$ cat src/rtl/io_timer_if.sv
// CPU-side bus bundle for the timer: write/read-strobe inputs, busy/data/irq outputs.
interface io_timer_if;
  logic        cs;
  logic [1:0]  addr;
  logic [3:0]  wmask;
  logic [31:0] wdata;
  logic        rd_strobe;
  logic        rd_busy;
  logic [31:0] rdata;
  logic        irq;

  modport master (
    output cs, addr, wmask, wdata, rd_strobe,
    input  rd_busy, rdata, irq
  );

  modport slave (
    input  cs, addr, wmask, wdata, rd_strobe,
    output rd_busy, rdata, irq
  );
endinterface

$ cat src/rtl/io_timer.sv
// Prescaled 32-bit down-counter timer on the FemtoRV32 IO bus with level irq on expiry.
// Writes land at the next edge; reads hold rd_busy READ_WAIT cycles, rdata valid as it falls.
module io_timer #(
  parameter int PRESCALE  = 10,
  parameter int READ_WAIT = 1
) (
  input  logic      clk,
  input  logic      reset,
  io_timer_if.slave bus
);
  localparam logic [1:0]  ST_IDLE   = 2'd0;
  localparam logic [1:0]  ST_WAIT   = 2'd1;
  localparam logic [1:0]  ST_DONE   = 2'd2;
  localparam logic [31:0] PRE_LAST  = 32'(PRESCALE - 1);
  localparam logic [2:0]  WAIT_INIT = 3'(READ_WAIT);

  logic        en, auto_rl, ie, exp_flag;
  logic [31:0] reload, count, pre;
  logic [1:0]  state, rd_addr;
  logic [2:0]  wait_cnt;
  logic        busy_q, irq_q;
  logic [31:0] rdata_q;

  logic        wr, wr_ctrl, wr_stat, wr_rel, wr_cnt, tick, expire;
  logic [31:0] cnt_merge, rel_merge, sel_val;
  logic [1:0]  sel_addr;

  always_comb begin
    wr        = bus.cs && (bus.wmask != 4'b0);
    wr_ctrl   = wr && (bus.addr == 2'd0) && bus.wmask[0];
    wr_stat   = wr && (bus.addr == 2'd1) && bus.wmask[0];
    wr_rel    = wr && (bus.addr == 2'd2);
    wr_cnt    = wr && (bus.addr == 2'd3);
    tick      = en && (pre == PRE_LAST);
    expire    = tick && (count == 32'd0);
    cnt_merge = count;
    rel_merge = reload;
    for (int b = 0; b < 4; b++) begin
      if (bus.wmask[b]) begin
        cnt_merge[8*b +: 8] = bus.wdata[8*b +: 8];
        rel_merge[8*b +: 8] = bus.wdata[8*b +: 8];
      end
    end
    // With zero wait states the read completes on the strobe edge, before addr is latched.
    sel_addr = (state == ST_IDLE) ? bus.addr : rd_addr;
    case (sel_addr)
      2'd0:    sel_val = {29'd0, ie, auto_rl, en};
      2'd1:    sel_val = {31'd0, exp_flag};
      2'd2:    sel_val = reload;
      default: sel_val = count;
    endcase
  end

  always_ff @(posedge clk or negedge reset) begin
    if (!reset) begin
      en       <= 1'b0;
      auto_rl  <= 1'b0;
      ie       <= 1'b0;
      exp_flag <= 1'b0;
      reload   <= 32'd0;
      count    <= 32'd0;
      pre      <= 32'd0;
      irq_q    <= 1'b0;
    end else begin
      // Held at 0 while disabled, so an EN 0->1 write always starts a fresh period.
      if (!en || tick) pre <= 32'd0;
      else             pre <= pre + 32'd1;

      if (tick) begin
        if (count != 32'd0) begin
          count <= count - 32'd1;
        end else begin
          exp_flag <= 1'b1;
          if (auto_rl) count <= reload;
          else         en    <= 1'b0;
        end
      end

      if (wr_ctrl) begin
        en      <= bus.wdata[0];
        auto_rl <= bus.wdata[1];
        ie      <= bus.wdata[2];
      end
      if (wr_stat && bus.wdata[0] && !expire) exp_flag <= 1'b0;
      if (wr_rel) reload <= rel_merge;
      if (wr_cnt) count  <= cnt_merge;

      irq_q <= exp_flag && ie;
    end
  end

  always_ff @(posedge clk or negedge reset) begin
    if (!reset) begin
      state    <= ST_IDLE;
      rd_addr  <= 2'd0;
      wait_cnt <= 3'd0;
      busy_q   <= 1'b0;
      rdata_q  <= 32'd0;
    end else begin
      case (state)
        ST_IDLE: begin
          if (bus.cs && bus.rd_strobe) begin
            rd_addr <= bus.addr;
            if (WAIT_INIT == 3'd0) begin
              rdata_q <= sel_val;
              state   <= ST_DONE;
            end else begin
              wait_cnt <= WAIT_INIT;
              busy_q   <= 1'b1;
              state    <= ST_WAIT;
            end
          end
        end
        ST_WAIT: begin
          wait_cnt <= wait_cnt - 3'd1;
          if (wait_cnt == 3'd1) begin
            rdata_q <= sel_val;
            busy_q  <= 1'b0;
            state   <= ST_DONE;
          end
        end
        ST_DONE: state <= ST_IDLE;
        default: state <= ST_IDLE;
      endcase
    end
  end

  assign bus.rd_busy = busy_q;
  assign bus.rdata   = rdata_q;
  assign bus.irq     = irq_q;
endmodule
$ cat src/flat_wrapper.sv
// flat-port wrapper written by rule: the top's interface ports become plain ports
module io_timer_flat 
#(
  parameter int PRESCALE  = 10,
  parameter int READ_WAIT = 1
)
  (clk, reset, bus_cs, bus_addr, bus_wmask, bus_wdata, bus_rd_strobe, bus_rd_busy, bus_rdata, bus_irq);
  io_timer_if bus_i ();
  input  logic clk;
  input  logic reset;
  input wire logic [$bits(bus_i.cs)-1:0] bus_cs;
  input wire logic [$bits(bus_i.addr)-1:0] bus_addr;
  input wire logic [$bits(bus_i.wmask)-1:0] bus_wmask;
  input wire logic [$bits(bus_i.wdata)-1:0] bus_wdata;
  input wire logic [$bits(bus_i.rd_strobe)-1:0] bus_rd_strobe;
  output wire logic [$bits(bus_i.rd_busy)-1:0] bus_rd_busy;
  output wire logic [$bits(bus_i.rdata)-1:0] bus_rdata;
  output wire logic [$bits(bus_i.irq)-1:0] bus_irq;
  assign bus_i.cs = bus_cs;
  assign bus_i.addr = bus_addr;
  assign bus_i.wmask = bus_wmask;
  assign bus_i.wdata = bus_wdata;
  assign bus_i.rd_strobe = bus_rd_strobe;
  assign bus_rd_busy = bus_i.rd_busy;
  assign bus_rdata = bus_i.rdata;
  assign bus_irq = bus_i.irq;
  io_timer #(.PRESCALE(PRESCALE), .READ_WAIT(READ_WAIT)) u_core (.clk(clk), .reset(reset), .bus(bus_i));
endmodule
$ cat config.mk
export PLATFORM = sky130hd
export DESIGN_NAME = io_timer_flat
export DESIGN_NICKNAME = d
export VERILOG_FILES = /design/src/rtl/io_timer_if.sv /design/src/rtl/io_timer.sv /design/src/flat_wrapper.sv
export SDC_FILE = /design/constraint.sdc
export NUM_CORES = 1
export LEC_CHECK = 0
export CORE_MARGIN = 1
export CORE_UTILIZATION = 30
export CTS_CLUSTER_DIAMETER = 60
export CTS_CLUSTER_SIZE = 28
export DETAILED_ROUTE_END_ITERATION = 8
export PLACE_DENSITY_LB_ADDON = 0.25
export SYNTH_ARGS = -nofsm -noshare
export SYNTH_HDL_FRONTEND = slang
export SYNTH_SLANG_ARGS = --single-unit
$ cat constraint.sdc
create_clock -name clk -period 4.48 [get_ports clk]
set_clock_uncertainty 0.05 [all_clocks]
set_input_delay 0.448 -clock clk [delete_from_list [all_inputs] [get_ports clk]]
set_output_delay 0.448 -clock clk [all_outputs]
set_load 0.005 [all_outputs]
== Word level (Yosys, flattened, before mapping) ==
Cells that the tools add are included.

* Flip-flop bits (word level): 141
* Input bits: 42
* Output and inout port bits: 34
* Word-level logic and storage cells: 107

* Add/sub/neg operators: 3
* Eq/ne operators: 17
* Multiplexer cells: 26
* Reduce and logical (&&, ||, !) cells: 42

{| class="wikitable"
|+ Operators with widths
! kind !! count
|-
| 32-bit 2-to-1 mux || 5
|-
| 32-bit one-hot mux with 3 select lines || 1
|-
| 32-bit by 1-bit adder with 32-bit output (second input constant) || 1
|-
| 32-bit by 4-bit equality test with 1-bit output (second input constant) || 1
|-
| 32-bit logical NOT || 1
|-
| 8-bit 2-to-1 mux || 4
|-
| 32-bit nonzero test || 1
|-
| 32-bit by 1-bit subtractor with 32-bit output (second input constant) || 1
|-
| 2-bit AND reduction || 9
|-
| 3-bit AND reduction || 6
|-
| 2-bit != test (second input constant) || 7
|-
| 1-bit logical AND || 13
|-
| 1-bit 2-to-1 mux || 9
|-
| 2-bit nonzero test || 4
|-
| 2-bit by 1-bit equality test with 1-bit output (second input constant) || 3
|-
| 2-bit equality test (second input constant) || 3
|-
| 2-bit logical NOT || 3
|-
| 2-bit 2-to-1 mux || 3
|-
| 3-bit one-hot mux with 2 select lines || 1
|-
| 2-bit by 1-bit != test with 1-bit output (second input constant) || 2
|-
| 2-bit one-hot mux with 2 select lines || 1
|-
| 4-bit nonzero test || 1
|-
| 3-bit by 1-bit equality test with 1-bit output (second input constant) || 1
|-
| 3-bit 2-to-1 mux || 1
|-
| 5 further kinds || 6
|}

== Longest topological paths before layout ==
Gate-level depths: netlist of run 1.

* Depth in word-level cells: 8
* Gate-level depth with buffers: 10
* Depth with buffers taken out: 8

== Worst setup path after synthesis of run 1 ==
No wires, ideal clock.

* Kind: register -> register
* From: reg u_core.count[0]
* To: reg u_core.count[26]
* Setup time: 0.063 ns
* Arrival time: 2.277 ns
* Data required time: 4.367 ns
* Setup slack: 2.090 ns
* Stages on the path, launching flop included: 9
* Buffers on the path: 0
* Clock period less this slack: 2.390 ns
* Cells stage by stage: dfrtp_1 inv_1 ha_1 nor3b_2 nand4_2 or4_4 or3_1 a21oi_1 o22a_2

* Cells in the longest elaborated chain, start to end: 4
* Elaborated cells between the ends (all ways): 7
* Classes of those cells: add/sub (1); mux (3); reduce/logical (3)

{| class="wikitable"
|+ Ends and longest elaborated chain
! item !! RTL line !! source
|-
| start: declaration || io_timer.sv:18 || <nowiki>logic [31:0] reload, count, pre;</nowiki>
|-
| start signal: assignment || io_timer.sv:71 || <nowiki>count <= count - 32'd1;</nowiki>
|-
| start signal: assignment || io_timer.sv:74 || <nowiki>if (auto_rl) count <= reload;</nowiki>
|-
| start signal: assignment || io_timer.sv:86 || <nowiki>if (wr_cnt) count <= cnt_merge;</nowiki>
|-
| 32-bit by 1-bit subtractor with 32-bit output / 32-bit nonzero test (equally long branches) || io_timer.sv:71, io_timer.sv:70 ||
|-
| 32-bit 2-to-1 mux || io_timer.sv:70 || <nowiki>if (count != 32'd0) begin</nowiki>
|-
| 32-bit 2-to-1 mux || io_timer.sv:69 || <nowiki>if (tick) begin</nowiki>
|-
| 32-bit 2-to-1 mux || io_timer.sv:86 ||
|}

Parallel ways exist; a longest one is shown, timed or not. The select of a mux whose other input is x is not followed.
A chain may end at the register's enable or synchronous reset.

== Final worst setup path of run 1 ==
* From: reg u_core.count[0]
* To: reg u_core.count[15]

Same word-level chain as after synthesis.

==> flow_summary_export.csv, run 1 <==
group,metric,value,unit
cells_and_area,finalNonFillerCells,1163,
critical_path,required,4.77,ns
detailed_routing,drc,0,
min_path,hp-class,"input port to asynchronous set/reset pin",
yosys,synth.most_common_cell,"dfrtp_1",
clock_network,clock_latency,0.42,ns
critical_path,cp-end-kind,"flop",
clock_network,ctsHoldBuffers,0,
cells_and_area,layout-drive-gt1-share,12.04,%
sta,fmax,0.3184,GHz
sta,rsz0062_at_grt,"false",
cells_and_area,stdcell_area,9155,µm²
clock_network,cts-buffers-inserted,17,
cells_and_area,multiInputGateArea,3679,µm²
power_and_ir_drop,peakVddDrop,251.7,µV
yosys,synth-seq-cells,141,
sta,finalCritPeriodShare,70.09,%
clock_network,clk_pin_slew,0.06,ns
placement,pre_cts_slack,1.021,ns
cells_and_area,register_area,3528,µm²
critical_path,slowest_stage,"or3_1",
cells_and_area,nets,875,
yosys,synth_cell_type_count,63,
clock_network,cts_tree,"yes",
yosys,ys.flop_type,"dfrtp_1",
critical_path,cp_top_family,"simple AND/OR/NAND/NOR gates",
sta,hold_viol,0,
critical_path,ff2ff_setup_slack,1.34,ns
floorplanning,fp.dieW,159.3,µm
detailed_routing,drt_iter0_markers,378,
detailed_routing,drt-pass1-iter-count,4,
detailed_routing,vias,5877,
floorplanning,placementRows,57,
yosys,yosysTopAreaCell,"dfrtp_1",
yosys,synth_top_area_share,47.56,%
detailed_routing,viasPerCell,5.053,
global_routing,gr-total-overflow,0,
yosys,async_reset_ff_share,100.0,%
clock_network,post_cts_resized,0,
floorplanning,die_h,159.3,µm
yosys,yosys_warnings,0,
clock_network,cts_htree_levels,4,
global_routing,grt_pass1_vias,5756,
job,drv_cap,0,
critical_path,critPathMaxFanout,26,
yosys,synth_area_leaders,"dfrtp_1 48%, mux2_2 6.2%, nand2_1 5.5%",
yosys,synth_edf_count,0,
cells_and_area,utilization,37.64,%
clock_network,root_buffer,"clkbuf_16",
critical_path,worstPathArrival,3.43,ns
cells_and_area,area_delta_synth_final,23.41,%
critical_path,critPathMaxStageDelay,0.76,ns
sta,holdWs,0.02277,ns
clock_network,clock-sinks,141,
cells_and_area,fillers,2445,
sta,slew_headroom,25.66,%
yosys,syn_area,7418,µm²
yosys,syn-num-nets,808,
sta,tns,0,ns
placement,place.gp.congestion,0.7972,
global_routing,grt_start_max_net_pins,80,
sta,finalSetupViolCount,0,
status,status,"finished, final reports clean",
power_and_ir_drop,p_leak,3.725,nW
sta,worst_pin_slew,1.112,ns
critical_path,r2r_end,"u_core.count[15]",
clock_network,clk_path_buf_depth,2,
critical_path,critPathBufInv,2,
power_and_ir_drop,total_power,4.739,mW
yosys,synth_top_cells_by_count,"141 x dfrtp_1, 109 x nand2_1, 73 x nor2_1",
detailed_routing,final_antenna_net_count,0,
placement,dp_cells,1132,
floorplanning,core,24320,µm²
detailed_routing,wl_per_cell,16.29,µm
floorplanning,start_util,30.50,%
floorplanning,io_pins,76,
sta,finalCriticalPeriod,3.140,ns
power_and_ir_drop,p_per_area,517.7,nW/µm²
sta,fin_ws,1.340,ns
yosys,syn_inst,760,
placement,place_hpwl,12.91,mm
yosys,syn-mean-instance-area,9.761,µm²
detailed_routing,drt-total-wl,18.94,mm
critical_path,critical_path_class,"flop to flop",
sta,slew_viol_final,0,
critical_path,reg2reg_from,"u_core.count[0]",
placement,place_area,8503,µm²
placement,io_buffers,75,
clock_network,post_cts_buffers,0,
global_routing,antenna_found_initial,0,
critical_path,r2r_cells,8,
floorplanning,dieArea,25360,µm²
critical_path,cp_cell_sequence,"inv_1, ha_1, nor4b_1, nand3_2, or3_1, buf_4, a211o_1, a31oi_1",
cells_and_area,antenna_cells,0,
global_routing,grt_pass1_wl,31.22,mm
global_routing,grt_usage,15.47,%
critical_path,startpoint_type,"flop",
yosys,ys_seq_area_share,47.56,%
## power by group
part | internal, mW | switching (mW)
sequential | 1.58 | 0.320
clock | 1.00 | 0.547
combinational | 0.689 | 0.601
## cell type report
| type | count | area share [%] |
|---|---|---|
| multi-input combinational | 567 | 40.18 |
| sequential | 141 | 38.54 |
| timing repair buffer | 87 | 9.198 |
| clock buffer | 22 | 5.398 |
| tap | 324 | 4.428 |
| clock inverter | 9 | 1.722 |
| inverter | 13 | 0.5330 |
## how the worst max path moves through the flow
stage | startpoint | cells past startpoint | endpoint
2_1_floorplan | u_core.count[0] | 8 | u_core.count[26]
3_3_place_gp | bus_wmask[0] | 8 | u_core.count[5]
3_5_place_dp | bus_wmask[0] | 8 | u_core.count[0]
4_1_cts | u_core.count[0] | 8 | u_core.count[15]
5_1_grt | u_core.count[0] | 8 | u_core.count[15]
6_report | u_core.count[0] | 8 | u_core.count[15]
## sequential cells by signal (all words and copies together), names as in the netlist, 2 cells and up
register          count
u_core.rd_addr        2
u_core.reload        32
u_core.bus.rdata     32
u_core.pre           32
u_core.count         32
u_core.state          2
u_core.wait_cnt       3
## cells in the final DEF, fill, tap and decap left out, types with 5 or more instances in the layout
cell	instances
nand4_1	8
clkbuf_16	17
or3_1	7
nand3_1	20
ha_1	6
and2_1	5
o22a_1	16
and3_1	12
nor2_1	72
mux2i_1	30
o21ai_0	44
o31ai_1	5
nor3_1	14
xor2_1	18
nand2b_1	7
buf_4	12
mux2_2	41
o211ai_1	8
a31oi_1	12
clkbuf_8	5
nand2_1	109
or4_1	6
a21oi_1	22
xnor2_1	25
clkdlybuf4s50_1	74
nor4_1	13
dfrtp_1	141
inv_1	13
a211oi_1	9
## cells by family (layout without fill, tap and decap cells)
family,Yosys count,count (layout),synth area share (%)
and+or+nand+nor,299,299,19.82
DFF,141,141,47.56
muxes,72,72,10.41
buffers and inverters,52,131,3.120
AOI/OAI and AO/OA,147,147,13.00
adders and majority gates,6,6,1.012
xor gates and xnor gates,43,43,5.077
## routing by layer
layer | GRT usage [%] | vias to the layer above | share of wire [%]
met3 | 3.074 | 10 | 3.6
met1 | 21.58 | 2907 | 50
li1 | - | 2857 | -
met4 | 4.240 | 0 | 0.87
met5 | 0 | - | 0
met2 | 24.38 | 103 | 46
Power figures use the tool's default switching activity.
==> inputs of run 2 (changes only) <==
Clock period 4.48 ns to 3.1 ns, I/O delays scaled along.
==> run 2 against run 1 <==
Effect of this change:
- clock power increased by 41%
- via count is 1.0% higher
- combinational power grew 47%
- hold slack better by 0.41 ns
- design area is 0.82% higher
- fmax up 17%
- worst setup slack worse by 0.92 ns
- sequential cell count unchanged
- sequential power rose by 44%
- sequential share of layout area is 0.31 points lower
- non-clock buffer count up 10
- critical path type unchanged
- largest cell class unchanged
==> flow_summary_export.csv, run 2 (synthesis gave the netlist of run 1 again) <==
group,metric,value,unit
sta,fin_ws,0.4213,ns
critical_path,cp-end-kind,"flop",
power_and_ir_drop,peakVddDrop,447.9,µV
sta,fmax,0.3733,GHz
clock_network,ctsHoldBuffers,1,
floorplanning,io_pins,76,
global_routing,antenna_found_initial,0,
sta,finalCritPeriodShare,86.41,%
min_path,hp-class,"flop to flop",
critical_path,worstPathArrival,2.95,ns
placement,place.gp.congestion,0.7957,
placement,pre_cts_slack,0.2588,ns
clock_network,clock-sinks,141,
sta,tns,0,ns
detailed_routing,drt-pass1-iter-count,5,
detailed_routing,highest_layer,"met4",
clock_network,root_buffer,"clkbuf_16",
sta,hold_viol,0,
cells_and_area,area_delta_synth_final,24.42,%
clock_network,cts-buffers-inserted,17,
global_routing,grt_pass1_vias,5793,
critical_path,critPathMaxStageDelay,0.48,ns
floorplanning,start_util,30.50,%
placement,io_buffers,75,
clock_network,post_cts_resized,0,
clock_network,cts_htree_levels,4,
floorplanning,fp.dieW,159.3,µm
detailed_routing,wl_per_cell,16.23,µm
critical_path,critical_path_class,"flop to flop",
cells_and_area,final_cell_mix,"141 x dfrtp_1, 109 x nand2_1, 74 x clkdlybuf4s50_1",
critical_path,startpoint_type,"flop",
cells_and_area,antenna_cells,0,
detailed_routing,wl_met2,8.726,mm
sta,finalSetupViolCount,0,
clock_network,post_cts_buffers,0,
power_and_ir_drop,p_per_area,738.7,nW/µm²
critical_path,required,3.37,ns
sta,slew_viol_final,0,
detailed_routing,drt-total-wl,19.04,mm
cells_and_area,nets,885,
floorplanning,die_h,159.3,µm
cells_and_area,multiInputGateArea,3679,µm²
critical_path,cp_cell_sequence,"inv_1, ha_1, nor4b_1, nand3_1, or4_4, a21oi_4, a21oi_1, o22a_2",
global_routing,grt_pass1_wl,31.89,mm
power_and_ir_drop,p_leak,3.769,nW
clock_network,clock_latency,0.43,ns
sta,slew_headroom,47.14,%
detailed_routing,vias,5936,
cells_and_area,fillers,2403,
clock_network,clk_path_buf_depth,2,
sta,worst_pin_slew,0.7929,ns
critical_path,critPathMaxFanout,16,
detailed_routing,route.met3.wl,682,µm
floorplanning,core,24320,µm²
detailed_routing,final_antenna_net_count,0,
cells_and_area,layout_commonest_cell,"dfrtp_1",
detailed_routing,drt_iter0_markers,337,
cells_and_area,layout-drive-gt1-share,12.72,%
sta,finalCriticalPeriod,2.679,ns
global_routing,gr-total-overflow,0,
detailed_routing,wl_met1,9.409,mm
detailed_routing,viasPerCell,5.061,
critical_path,slowest_stage,"or4_4",
status,status,"finished, final reports clean",
detailed_routing,drc,0,
clock_network,clk_pin_slew,0.06,ns
cells_and_area,register_area,3528,µm²
global_routing,grt_usage,15.78,%
global_routing,grt_start_max_net_pins,83,
job,drv_cap,0,
placement,place_hpwl,13.19,mm
sta,rsz0062_at_grt,"false",
floorplanning,placementRows,57,
floorplanning,dieArea,25360,µm²
clock_network,cts_tree,"yes",
[run 2: cell count changes in the layout (fill, tap and decap cells not counted)]
cell and delta:
buf_12 +2, buf_4 +7, clkbuf_1 +2, clkbuf_8 -3, clkinv_2 +1, clkinv_4 +1, clkinvlp_4 -1, dlygate4sd3_1 +1
[run 2: area by class of cell]
cell class	instances	area share [%]
well taps	324	4.392
repair buffers	97	10.23
inverters	13	0.5287
multi-input cells	567	39.85
clock inverters	10	1.776
clock buffers	21	4.988
flip-flops and latches	141	38.23
[run 2: metrics by stage]
stage                     instances  power, mW  cell area, µm²  util (%)  hold slack [ns]
after floorplan                 760      3.865            7418         -         -0.03559
after global placement         1141      4.675            8596     35.35           0.3948
after detailed placement       1141      4.709            8596     35.35           0.3980
after CTS                      1173      6.913            9230     37.95           0.4359
after global routing           1173      7.247            9230     37.95           0.4544
final                          1173      6.818            9230     37.95           0.4278
[run 2: path summary, 6_finish.rpt]
kind,depth (start not counted),slack [ns],startpoint,end
hold reg to reg,2,0.43,u_core.bus.rdata[4],u_core.bus.rdata[4]
max in group asynchronous,3,1.71,reset,u_core.count[15]
setup / recovery,8,0.42,u_core.count[0],u_core.count[26]
hold / removal,2,0.43,u_core.bus.rdata[4],u_core.bus.rdata[4]
min in group asynchronous,2,0.48,reset,u_core.bus.rdata[9]
setup reg to reg,8,0.42,u_core.count[0],u_core.count[26]
[run 2: where the power goes]
| group | switching (mW) | internal [mW] | total (mW) |
|---|---|---|---|
| Clock | 0.796 | 1.39 | 2.18 |
| Combinational | 0.870 | 1.02 | 1.89 |
| Sequential | 0.464 | 2.28 | 2.74 |
[run 2: critical path, delay by kind of cell, from the launching register on]
family	cells	cell delay, ns
DFF	1	0.42
buffers and inverters	1	0.16
and+or+nand+nor	3	1.07
adders and majority gates	1	0.16
AOI/OAI and AO/OA	3	0.70
[run 2: per-layer routing]
| layer | vias to the layer above | track usage, % |
|---|---|---|
| met5 | - | 0 |
| met4 | 0 | 4.283 |
| met3 | 19 | 3.048 |
| met2 | 108 | 24.38 |
| met1 | 2929 | 22.48 |
| li1 | 2880 | - |
==> inputs of run 3 (changes only) <==
Settings changed: ABC_CLOCK_PERIOD_IN_PS from default to 3000.
Clock period 3.1 ns to 3 ns, I/O delays scaled along.
==> run 3 against run 2 <==
Effect of this change:
- design area decreased by 0.79%
- sequential cell count unchanged
- clock power decreased by 9.6%
- non-clock buffer count increased by 2
- routed wire length increased by 0.98%
- total power decreased by 0.58%
- combinational power increased by 4%
- global-route usage increased by 0.16 points
- via count decreased by 1.5%
- critical path type unchanged
- largest cell class unchanged
- highest routed layer unchanged
==> flow_summary_export.csv, run 3 (synthesis gave the netlist of run 1 again) <==
group,metric,value,unit
status,status,"finished, final reports clean",
cells_and_area,layout-drive-gt1-share,12.57,%
floorplanning,io_pins,76,
global_routing,antenna_found_initial,0,
job,drv_cap,0,
critical_path,r2r_end,"u_core.count[26]",
cells_and_area,register_area,3528,µm²
sta,finalCritPeriodShare,88.18,%
critical_path,cp-end-kind,"flop",
clock_network,cts_htree_levels,4,
sta,hold_viol,0,
critical_path,critical_path_class,"flop to flop",
detailed_routing,vias,5846,
sta,slew_viol_final,0,
critical_path,critPathMaxFanout,16,
detailed_routing,wl_per_cell,16.37,µm
placement,io_buffers,75,
clock_network,ctsHoldBuffers,1,
cells_and_area,area_delta_synth_final,23.44,%
clock_network,cts_tree,"yes",
cells_and_area,layout_commonest_cell,"dfrtp_1",
cells_and_area,antenna_cells,0,
clock_network,clk_path_buf_depth,2,
sta,finalCriticalPeriod,2.645,ns
global_routing,grt_start_max_net_pins,66,
floorplanning,placementRows,57,
cells_and_area,nets,887,
cells_and_area,final_cell_mix,"141 x dfrtp_1, 109 x nand2_1, 74 x clkdlybuf4s50_1",
placement,place.gp.congestion,0.8091,
detailed_routing,drt-total-wl,19.23,mm
clock_network,post_cts_resized,0,
global_routing,grt_usage,15.95,%
critical_path,reg2reg_from,"u_core.count[20]",
critical_path,r2r_cells,6,
sta,tns,0,ns
clock_network,clk_pin_slew,0.06,ns
placement,place_hpwl,13.29,mm
detailed_routing,drt_iter0_markers,405,
detailed_routing,viasPerCell,4.975,
cells_and_area,multiInputGateArea,3679,µm²
detailed_routing,final_antenna_net_count,0,
clock_network,clock_latency,0.42,ns
global_routing,grt_pass1_wl,31.95,mm
power_and_ir_drop,p_per_area,740.2,nW/µm²
clock_network,clock-sinks,141,
critical_path,worstPathArrival,2.91,ns
sta,finalSetupViolCount,0,
global_routing,gr-total-overflow,0,
floorplanning,start_util,30.50,%
cells_and_area,fillers,2458,
sta,slew_headroom,59.44,%
clock_network,cts-buffers-inserted,17,
sta,holdWs,0.3948,ns
power_and_ir_drop,p_leak,3.736,nW
clock_network,post_cts_buffers,0,
sta,fmax,0.3780,GHz
min_path,hp-class,"input port to asynchronous set/reset pin",
critical_path,required,3.27,ns
floorplanning,dieArea,25360,µm²
power_and_ir_drop,peakVddDrop,494.4,µV
global_routing,grt_pass1_vias,5902,
critical_path,ff2ff_setup_slack,0.35,ns
sta,worst_pin_slew,0.6084,ns
floorplanning,fp.dieW,159.3,µm
detailed_routing,drc,0,
sta,rsz0062_at_grt,"false",
clock_network,root_buffer,"clkbuf_16",
floorplanning,core,24320,µm²
floorplanning,die_h,159.3,µm
detailed_routing,drt-pass1-iter-count,5,
critical_path,startpoint_type,"flop",
[run 3: metal layers]
| layer | global-route usage [%] | share of wire (%) |
|---|---|---|
| met1 | 22.59 | 50 |
| met4 | 5.682 | 1.4 |
| met5 | 0 | 0 |
| met2 | 24.54 | 45 |
| met3 | 2.605 | 3.4 |
[run 3: through the flow]
step | instance area, µm² | total power [mW] | std cells | setup WS (ns) | util [%]
2_1_floorplan | 7418 | 3.993 | 760 | 0.6101 | -
3_5_place_dp | 8611 | 4.867 | 1143 | 0.1669 | 35.41
5_1_grt | 9158 | 7.228 | 1175 | 0.09821 | 37.66
6_report | 9158 | 6.779 | 1175 | 0.3547 | 37.66
3_3_place_gp | 8611 | 4.831 | 1143 | 0.1808 | 35.41
4_1_cts | 9158 | 6.872 | 1175 | 0.3636 | 37.66
[run 3: area by class of cell]
class | instances | area share, %
Multi-Input combinational cell | 567 | 40.17
Sequential cell | 141 | 38.53
Clock buffer | 24 | 5.151
Clock inverter | 7 | 0.7105
Timing Repair Buffer | 99 | 10.48
Inverter | 13 | 0.5329
Tap cell | 324 | 4.427
[run 3: critical path, stage by stage (launching register included)]
cell	delay, ns
dfrtp_1	0.47
nor4_1	0.39
nand4_1	0.34
or4_4	0.59
a21oi_4	0.40
a21oi_1	0.08
o22a_2	0.21
[run 3: worst max path at each step]
stage	from	end	slack, ns	depth (start not counted)
2_1_floorplan	u_core.count[0]	u_core.count[26]	0.61	8
5_1_grt	u_core.count[0]	u_core.count[7]	0.1	9
6_report	u_core.count[20]	u_core.count[26]	0.35	6
3_5_place_dp	bus_wmask[0]	u_core.count[19]	0.17	8
3_3_place_gp	bus_wmask[0]	u_core.count[23]	0.18	8
4_1_cts	u_core.count[20]	u_core.count[26]	0.36	6
[run 3: power breakdown]
part | switching [mW] | internal, mW | leakage [nW]
Sequential | 0.484 | 2.36 | 1.78
Clock | 0.801 | 1.17 | 0.260
Combinational | 0.897 | 1.07 | 1.69
